`src/rtl/timer_pkg.sv`:
```
// Shared constants for the 8-bit timer/counter: register addresses,
// TCR/TSR bit positions and the default bus widths.
package timer_pkg;

  localparam int DATA_WIDTH = 8;
  localparam int ADDR_WIDTH = 3;

  localparam logic [ADDR_WIDTH-1:0] ADDR_TSR  = 3'b001;
  localparam logic [ADDR_WIDTH-1:0] ADDR_TDR  = 3'b010;
  localparam logic [ADDR_WIDTH-1:0] ADDR_TCR  = 3'b011;
  localparam logic [ADDR_WIDTH-1:0] ADDR_TCNT = 3'b100;

  localparam int TCR_LOAD   = 7;
  localparam int TCR_DIR    = 5;
  localparam int TCR_EN     = 4;
  localparam int TCR_CKS_HI = 1;
  localparam int TCR_CKS_LO = 0;

  // Bits 6, 3 and 2 of TCR are reserved and never stored.
  localparam logic [DATA_WIDTH-1:0] TCR_WMASK = 8'hB3;

  localparam int TSR_OVF = 0;
  localparam int TSR_UDF = 1;

endpackage

```
`src/rtl/timer_counter_8bit_top_if.sv`:
```
// APB slave bus bundle for the timer/counter.
interface timer_counter_8bit_top_if;
  import timer_pkg::*;

  logic                  psel;
  logic                  penable;
  logic                  pwrite;
  logic [ADDR_WIDTH-1:0] paddr;
  logic [DATA_WIDTH-1:0] pwdata;
  logic [DATA_WIDTH-1:0] prdata;
  logic                  pready;
  logic                  pslverr;

  modport master (
    output psel, penable, pwrite, paddr, pwdata,
    input  prdata, pready, pslverr
  );

  modport slave (
    input  psel, penable, pwrite, paddr, pwdata,
    output prdata, pready, pslverr
  );

endinterface

```
`src/rtl/clk_prescaler.sv`:
```
// Free-running 4-bit prescaler; bit k is pclk divided by 2^(k+1).
// The outputs are used only as tick sources, never as clocks.
module clk_prescaler (
  input  logic       pclk,
  input  logic       preset,
  output logic [3:0] clk_div
);

  logic [3:0] pre_q;
  logic [3:0] pre_d;

  // Next prescaler value: wraps every 16 cycles.
  always_comb begin
    pre_d = pre_q + 4'd1;
  end

  // Prescaler state register.
  always_ff @(posedge pclk) begin
    if (preset) pre_q <= 4'd0;
    else        pre_q <= pre_d;
  end

  assign clk_div = pre_q;

endmodule

```
`src/rtl/timer_counter_8bit_top.sv`:
```
// 8-bit up/down timer/counter with prescaled tick and APB register access.
// Optional macro TIMER_SLVERR_EN enables the pslverr response; without it
// pslverr is tied low while bad accesses are still ignored.
module timer_counter_8bit_top
  import timer_pkg::*;
(
  input  logic                     pclk,
  input  logic                     preset,
  timer_counter_8bit_top_if.slave  apb,
  output logic                     TMR_OVF,
  output logic                     TMR_UDF
);

  logic [3:0]            clk_in;
  logic [DATA_WIDTH-1:0] tdr_q, tdr_d;
  logic [DATA_WIDTH-1:0] tcr_q, tcr_d;
  logic [DATA_WIDTH-1:0] tcnt_q, tcnt_d;
  logic [1:0]            tsr_q, tsr_d;
  logic                  sel_q, sel_d;
  logic                  tick;
  logic                  access;
  logic                  wr_tsr, wr_tdr, wr_tcr;
  logic                  set_ovf, set_udf;

  clk_prescaler u_prescaler (
    .pclk    (pclk),
    .preset  (preset),
    .clk_div (clk_in)
  );

  // Write strobes: only the three writable registers accept data.
  always_comb begin
    access = apb.psel & apb.penable;
    wr_tsr = access & apb.pwrite & (apb.paddr == ADDR_TSR);
    wr_tdr = access & apb.pwrite & (apb.paddr == ADDR_TDR);
    wr_tcr = access & apb.pwrite & (apb.paddr == ADDR_TCR);
  end

  // Tick on the rising edge of the selected prescaler output.
  always_comb begin
    sel_d = clk_in[tcr_q[TCR_CKS_HI:TCR_CKS_LO]];
    tick  = sel_d & ~sel_q;
  end

  // Register updates, counter step and sticky flag logic (set beats clear).
  always_comb begin
    tdr_d   = tdr_q;
    tcr_d   = tcr_q;
    tsr_d   = tsr_q;
    tcnt_d  = tcnt_q;
    set_ovf = 1'b0;
    set_udf = 1'b0;

    if (wr_tdr) tdr_d = apb.pwdata;
    if (wr_tcr) tcr_d = apb.pwdata & TCR_WMASK;
    if (wr_tsr) tsr_d = tsr_q & apb.pwdata[1:0];

    if (tcr_q[TCR_LOAD]) begin
      tcnt_d = tdr_q;
    end else if (tcr_q[TCR_EN] && tick) begin
      if (tcr_q[TCR_DIR]) begin
        tcnt_d  = tcnt_q - 8'd1;
        set_udf = (tcnt_q == 8'h00);
      end else begin
        tcnt_d  = tcnt_q + 8'd1;
        set_ovf = (tcnt_q == 8'hFF);
      end
    end

    tsr_d[TSR_OVF] = tsr_d[TSR_OVF] | set_ovf;
    tsr_d[TSR_UDF] = tsr_d[TSR_UDF] | set_udf;
  end

  // Read mux: combinational while a read is selected, zero otherwise.
  always_comb begin
    apb.prdata = '0;
    if (apb.psel && !apb.pwrite) begin
      case (apb.paddr)
        ADDR_TSR:  apb.prdata = {6'b0, tsr_q};
        ADDR_TDR:  apb.prdata = tdr_q;
        ADDR_TCR:  apb.prdata = tcr_q;
        ADDR_TCNT: apb.prdata = tcnt_q;
        default:   apb.prdata = '0;
      endcase
    end
  end

`ifdef TIMER_SLVERR_EN
  logic addr_valid;

  // Error on unmapped addresses or writes to the read-only counter.
  always_comb begin
    addr_valid  = (apb.paddr == ADDR_TSR) || (apb.paddr == ADDR_TDR) ||
                  (apb.paddr == ADDR_TCR) || (apb.paddr == ADDR_TCNT);
    apb.pslverr = access & (~addr_valid | (apb.pwrite & (apb.paddr == ADDR_TCNT)));
  end
`else
  assign apb.pslverr = 1'b0;
`endif

  assign apb.pready = 1'b1;
  assign TMR_OVF    = tsr_q[TSR_OVF];
  assign TMR_UDF    = tsr_q[TSR_UDF];

  // State registers; reset clears everything.
  always_ff @(posedge pclk) begin
    if (preset) begin
      tdr_q  <= '0;
      tcr_q  <= '0;
      tcnt_q <= '0;
      tsr_q  <= '0;
      sel_q  <= 1'b0;
    end else begin
      tdr_q  <= tdr_d;
      tcr_q  <= tcr_d;
      tcnt_q <= tcnt_d;
      tsr_q  <= tsr_d;
      sel_q  <= sel_d;
    end
  end

endmodule

```
`src/flat_wrapper.sv`:
```
// flat-port wrapper written by rule: the top's interface ports become plain ports
module timer_counter_8bit_top_flat import timer_pkg::*;
  (pclk, preset, TMR_OVF, TMR_UDF, apb_psel, apb_penable, apb_pwrite, apb_paddr, apb_pwdata, apb_prdata, apb_pready, apb_pslverr);
  timer_counter_8bit_top_if apb_i ();
  input  logic pclk;
  input  logic preset;
  output logic TMR_OVF;
  output logic TMR_UDF;
  input wire logic [$bits(apb_i.psel)-1:0] apb_psel;
  input wire logic [$bits(apb_i.penable)-1:0] apb_penable;
  input wire logic [$bits(apb_i.pwrite)-1:0] apb_pwrite;
  input wire logic [$bits(apb_i.paddr)-1:0] apb_paddr;
  input wire logic [$bits(apb_i.pwdata)-1:0] apb_pwdata;
  output wire logic [$bits(apb_i.prdata)-1:0] apb_prdata;
  output wire logic [$bits(apb_i.pready)-1:0] apb_pready;
  output wire logic [$bits(apb_i.pslverr)-1:0] apb_pslverr;
  assign apb_i.psel = apb_psel;
  assign apb_i.penable = apb_penable;
  assign apb_i.pwrite = apb_pwrite;
  assign apb_i.paddr = apb_paddr;
  assign apb_i.pwdata = apb_pwdata;
  assign apb_prdata = apb_i.prdata;
  assign apb_pready = apb_i.pready;
  assign apb_pslverr = apb_i.pslverr;
  timer_counter_8bit_top u_core (.pclk(pclk), .preset(preset), .apb(apb_i), .TMR_OVF(TMR_OVF), .TMR_UDF(TMR_UDF));
endmodule
```
`config.mk`:
```
export PLATFORM = sky130hd
export DESIGN_NAME = timer_counter_8bit_top_flat
export DESIGN_NICKNAME = d
export VERILOG_FILES = /design/src/rtl/timer_pkg.sv /design/src/rtl/timer_counter_8bit_top_if.sv /design/src/rtl/clk_prescaler.sv /design/src/rtl/timer_counter_8bit_top.sv /design/src/flat_wrapper.sv
export SDC_FILE = /design/constraint.sdc
export NUM_CORES = 1
export LEC_CHECK = 0
export CORE_ASPECT_RATIO = 0.8
export CORE_MARGIN = 5
export CORE_UTILIZATION = 57
export CTS_CLUSTER_DIAMETER = 200
export DETAILED_ROUTE_END_ITERATION = 16
export PLACE_DENSITY = 0.95
export SETUP_SLACK_MARGIN = 0.05
export SLEW_MARGIN = 20
export SYNTH_ARGS = -nofsm -noshare
export SYNTH_HDL_FRONTEND = slang
export SYNTH_SLANG_ARGS = --single-unit
```
`constraint.sdc`:
```
create_clock -name pclk -period 3.85 [get_ports pclk]
set_input_delay 0.385 -clock pclk [delete_from_list [all_inputs] [get_ports pclk]]
set_output_delay 0.385 -clock pclk [all_outputs]
set_load 0.03 [all_outputs]
```
---- Word-level counts from Yosys, hierarchy flattened ----
Cells that the tools add are included.
cells by class
  add/subtract/negate cells ............... 3
  order comparisons ....................... 1
  equal/unequal tests ..................... 5
  mux-type cells .......................... 14
  bitwise operators ....................... 10
  reductions and logical operators ........ 5
operators with widths
  kind                 count
  $mux 8               4
  $pmux 8 s4           1
  $add 8x1->8 const B  1
  $eq 8x8->1 const B   1
  $logic_not 8->1      1
  $sub 8x1->8 const B  1
  $mux 1               7
  $and 1x1->1          6
  $eq 3x2->1 const B   2
  $add 4x1->4 const B  1
  $eq 3x1->1 const B   1
  $eq 3x3->1 const B   1
  $lt 2x3->1 const B   1
  $and 2x2->2          1
  $bmux 1 s2           1
  $logic_and 1x1->1    2
  $mux 2               1
  $or 1x1->1           2
  $reduce_bool 2->1    1
  $logic_not 1->1      1
  $not 1->1            1
word-level totals
  register bits ........................... 28
  output and inout port bits .............. 12
  logic and storage cells ................. 44

---- Longest topological paths before layout ----
  word-level depth ........................ 7
  depth in mapped cells ................... 6

---- Hierarchy ----
From an unflattened synthesis, not the netlist that was laid out.
second synthesis, totals
  cell total of the unflattened synthesis .. 207
  area total of the unflattened synthesis .. 1754.2 um^2
by module, submodules not included
  module                  times used  cells each  area each (um^2)
  timer_counter_8bit_top  1           194         1604.0
  clk_prescaler           1           13          150.1

---- Worst setup path before layout ----
No wires, ideal clock.
  path kind ............................... in2out
  from .................................... input port apb_paddr[1]
  to ...................................... output port apb_prdata[2]
  data arrival time ....................... 1747 ps
  data required time ...................... 3465 ps
  slack ................................... 1718 ps
  cell stages on the path ................. 5
  path buffers ............................ 1
  path through ............................ buf_2 -> nor2_1 -> xnor2_1 -> nand3b_1 -> nor3_1
on the way
  longest elaborated chain between the ends .. 3
ends and longest elaborated chain
  item                                      RTL line                      source
  start: declaration                        flat_wrapper.sv:12            input wire logic [$bits(apb_i.paddr)-1:0] apb_paddr;
  $eq 3x3->1, or another cell as far along  timer_counter_8bit_top.sv:78  case (apb.paddr)
  $pmux 8 s4 *                              timer_counter_8bit_top.sv:78
  $mux 8 *                                  timer_counter_8bit_top.sv:77  if (apb.psel && !apb.pwrite) begin
  end: declaration                          flat_wrapper.sv:14            output wire logic [$bits(apb_i.prdata)-1:0] apb_prdata;
Every way passes the cells marked *; elsewhere a longest branch is shown, timed or not.

---- Final worst setup path ----
  from .................................... input port apb_paddr[1]
  to ...................................... output port apb_prdata[5]
Same word-level chain as after synthesis.

==> out/metrics.yaml <==
start_kind: "input port"
rsz0062_at_grt: "no"
syn-num-nets: 226
slew_violations: 0
detail-route-antenna-nets: 0
die_area_um2: 4270
vdd_drop_max_mv: 0.217
finalHoldViolations: 0
cts.sinks: 28
antenna_found_initial: 0
place_area_um2: 1990
powerDensity_nw_per_um2: 261
synth_commonest_cells: "28 x dfxtp_1, 27 x nor2_1, 13 x mux2i_1, 9 x a21oi_1"
setup_viol: 0
cts.clk_slew.worst_paths_ns: 0.09
gp_congestion: 0.880
synth.top_cell.area_share_pct: 32.2
syn_inst: 202
initial_core_util_pct: 57.7
hold_slack_ns: 0.489
first_pass_iters: 5
core-area_um2: 3020
drcViolationCount: 0
cts_resized: 0
avgViaCountPerCell: 6.20
timing.final.crit_share_pct: 80.5
cts_root_buf: "clkbuf_8"
yosys_warnings: 0
async_reset_ff_share_pct: 0
cp.required_ns: 3.46
synthFlopType: "dfxtp_1"
path_class: "input port to output pin"
period_needed_ns: 3.10
arrival_ns: 2.71
fmax_ghz: 0.323
place.port_buffers: 25
diodes: 0
die_h_um: 59.4
cts_buffers: 3
cts_tree: "done"
fillers: 246
yosysUniqueCellTypes: 51
hp-class: "flip-flop to flip-flop"
ctsHoldBuffers: 0
dp_hpwl_um: 3190
vias: 1618
ys_seq_area_share_pct: 32.2
clk_path_buf_depth: 2
area_delta_synth_final_pct: 17.7
critPathMaxFanout: 10
chipWidth_um: 71.8
grt_pass1_wl_um: 7630
worst_pin_slew_ns: 0.587
grt_pass1_vias: 1598
synth.largest_area_cell: "dfxtp_1"
grt_max_degree: 28
avgSynthCellArea_um2: 8.62
slew_headroom_pct: 60.6
power_leakage_nw: 0.741
final_area_um2: 2050
track_usage_pct: 22.2
ioPinCount: 28
row_count: 18
cp-end-kind: "output pin"
synth.most_common_cell: "dfxtp_1"
cts_setup_buffers: 0
nets: 246
clkLatencyLatePin_ns: 0.27
synth_edf_count: 0
run_status: "finished, final reports clean"
wl_um: 4310
synth_area_um2: 1740
ctsHtreeMaxLevel: 1
finClkSkew_ns: 0.00772
grt-ovfl-total: 0
max-cap-violations: 0
ys_ff_latch: 28
wl_per_cell_um: 16.5
synth_area_leaders: "dfxtp_1 32%, mux2i_1 7.5%, nor2_1 5.8%"
final.setup.tns_ns: 0
drt-initial-drc-count: 188
drive_gt1_share_pct: 6.79
## cell type report
type	count	area [um^2]	area share (%)
Clock buffer	4	55.1	2.69
Sequential cell	28	561	27.4
Tap cell	40	50.0	2.44
Multi-Input combinational cell	154	1090	53.1
Timing Repair Buffer	27	265	13.0
Inverter	8	30.0	1.47
## critical path, cell delays in order
cell and delay, ns:
clkdlybuf4s50_1 0.68, nor2b_1 0.47, a22oi_1 0.17, a2bb2oi_1 0.16, nor2_1 0.14, clkdlybuf4s50_1 0.70
## flip-flops by register name, summed over array words and instances, names as in the netlist
register,count
u_core.u_prescaler.clk_div,4
u_core.tcr_q,5
u_core.tcnt_q,8
u_core.tdr_q,8
u_core.tsr_q,2
u_core.sel_q,1
## metrics by stage
step | setup slack [ns] | util (%) | instances | total power [mW]
2_1_floorplan | 1.72 | - | 202 | 0.335
3_3_place_gp | 0.898 | 66.0 | 257 | 0.356
3_5_place_dp | 0.826 | 66.0 | 257 | 0.358
4_1_cts | 0.793 | 67.9 | 261 | 0.538
5_1_grt | 0.579 | 67.9 | 261 | 0.557
6_report | 0.750 | 67.9 | 261 | 0.536
## cells by family (layout without fill, tap and decap cells)
| group | count (synthesis) | in the layout | synth area share, % |
|---|---|---|---|
| mux | 16 | 16 | 10.1 |
| fa+ha+maj | 8 | 8 | 6.18 |
| simple gates | 71 | 71 | 22.1 |
| buf+inv | 20 | 39 | 5.32 |
| compound gates | 50 | 50 | 20.2 |
| flops | 28 | 28 | 32.2 |
| other cells | 2 | 2 | 0.432 |
| xor+xnor | 7 | 7 | 3.52 |
## final timing paths
| path | slack [ns] | end | cells past startpoint | from |
|---|---|---|---|---|
| min reg2reg | 0.49 | u_core.u_prescaler.clk_div[0] | 1 | u_core.u_prescaler.clk_div[0] |
| min | 0.49 | u_core.u_prescaler.clk_div[0] | 1 | u_core.u_prescaler.clk_div[0] |
| max reg2reg | 1.41 | u_core.tcnt_q[3] | 5 | u_core.tcr_q[5] |
| max | 0.75 | apb_prdata[5] | 6 | apb_paddr[1] |
## per-layer routing
| metal | GRT usage [%] | vias up | share of wire (%) |
|---|---|---|---|
| met4 | 2.41 | 0 | 1.3 |
| met1 | 31.8 | 755 | 46 |
| met5 | 0 | - | 0 |
| met3 | 4.07 | 10 | 8.5 |
| met2 | 35.9 | 75 | 44 |
| li1 | - | 778 | - |
## layout by cell type (no fill, tap or decap), types with 3 or more instances in the layout
master           Yosys  layout
nand2_1              7       7
a2bb2oi_1            4       4
nand4_1              3       3
o211ai_1             4       4
mux2i_1             13      13
nor3_1               5       5
a22oi_1              8       8
nor2_1              27      27
o21ai_0              8       8
dfxtp_1             28      28
clkdlybuf4s50_1      0      25
nor2b_1              6       6
xnor2_1              5       5
inv_1                8       8
clkbuf_8             0       4
a21oi_1              9       9
and2_1               3       3
ha_1                 7       7
nand3_1              3       3
## power by group
part | total, mW | switching, mW | internal, mW
sequential | 0.299 | 0.00475 | 0.294
clock | 0.183 | 0.0910 | 0.0916
combinational | 0.0542 | 0.0277 | 0.0265
Power figures use the tool's default switching activity.
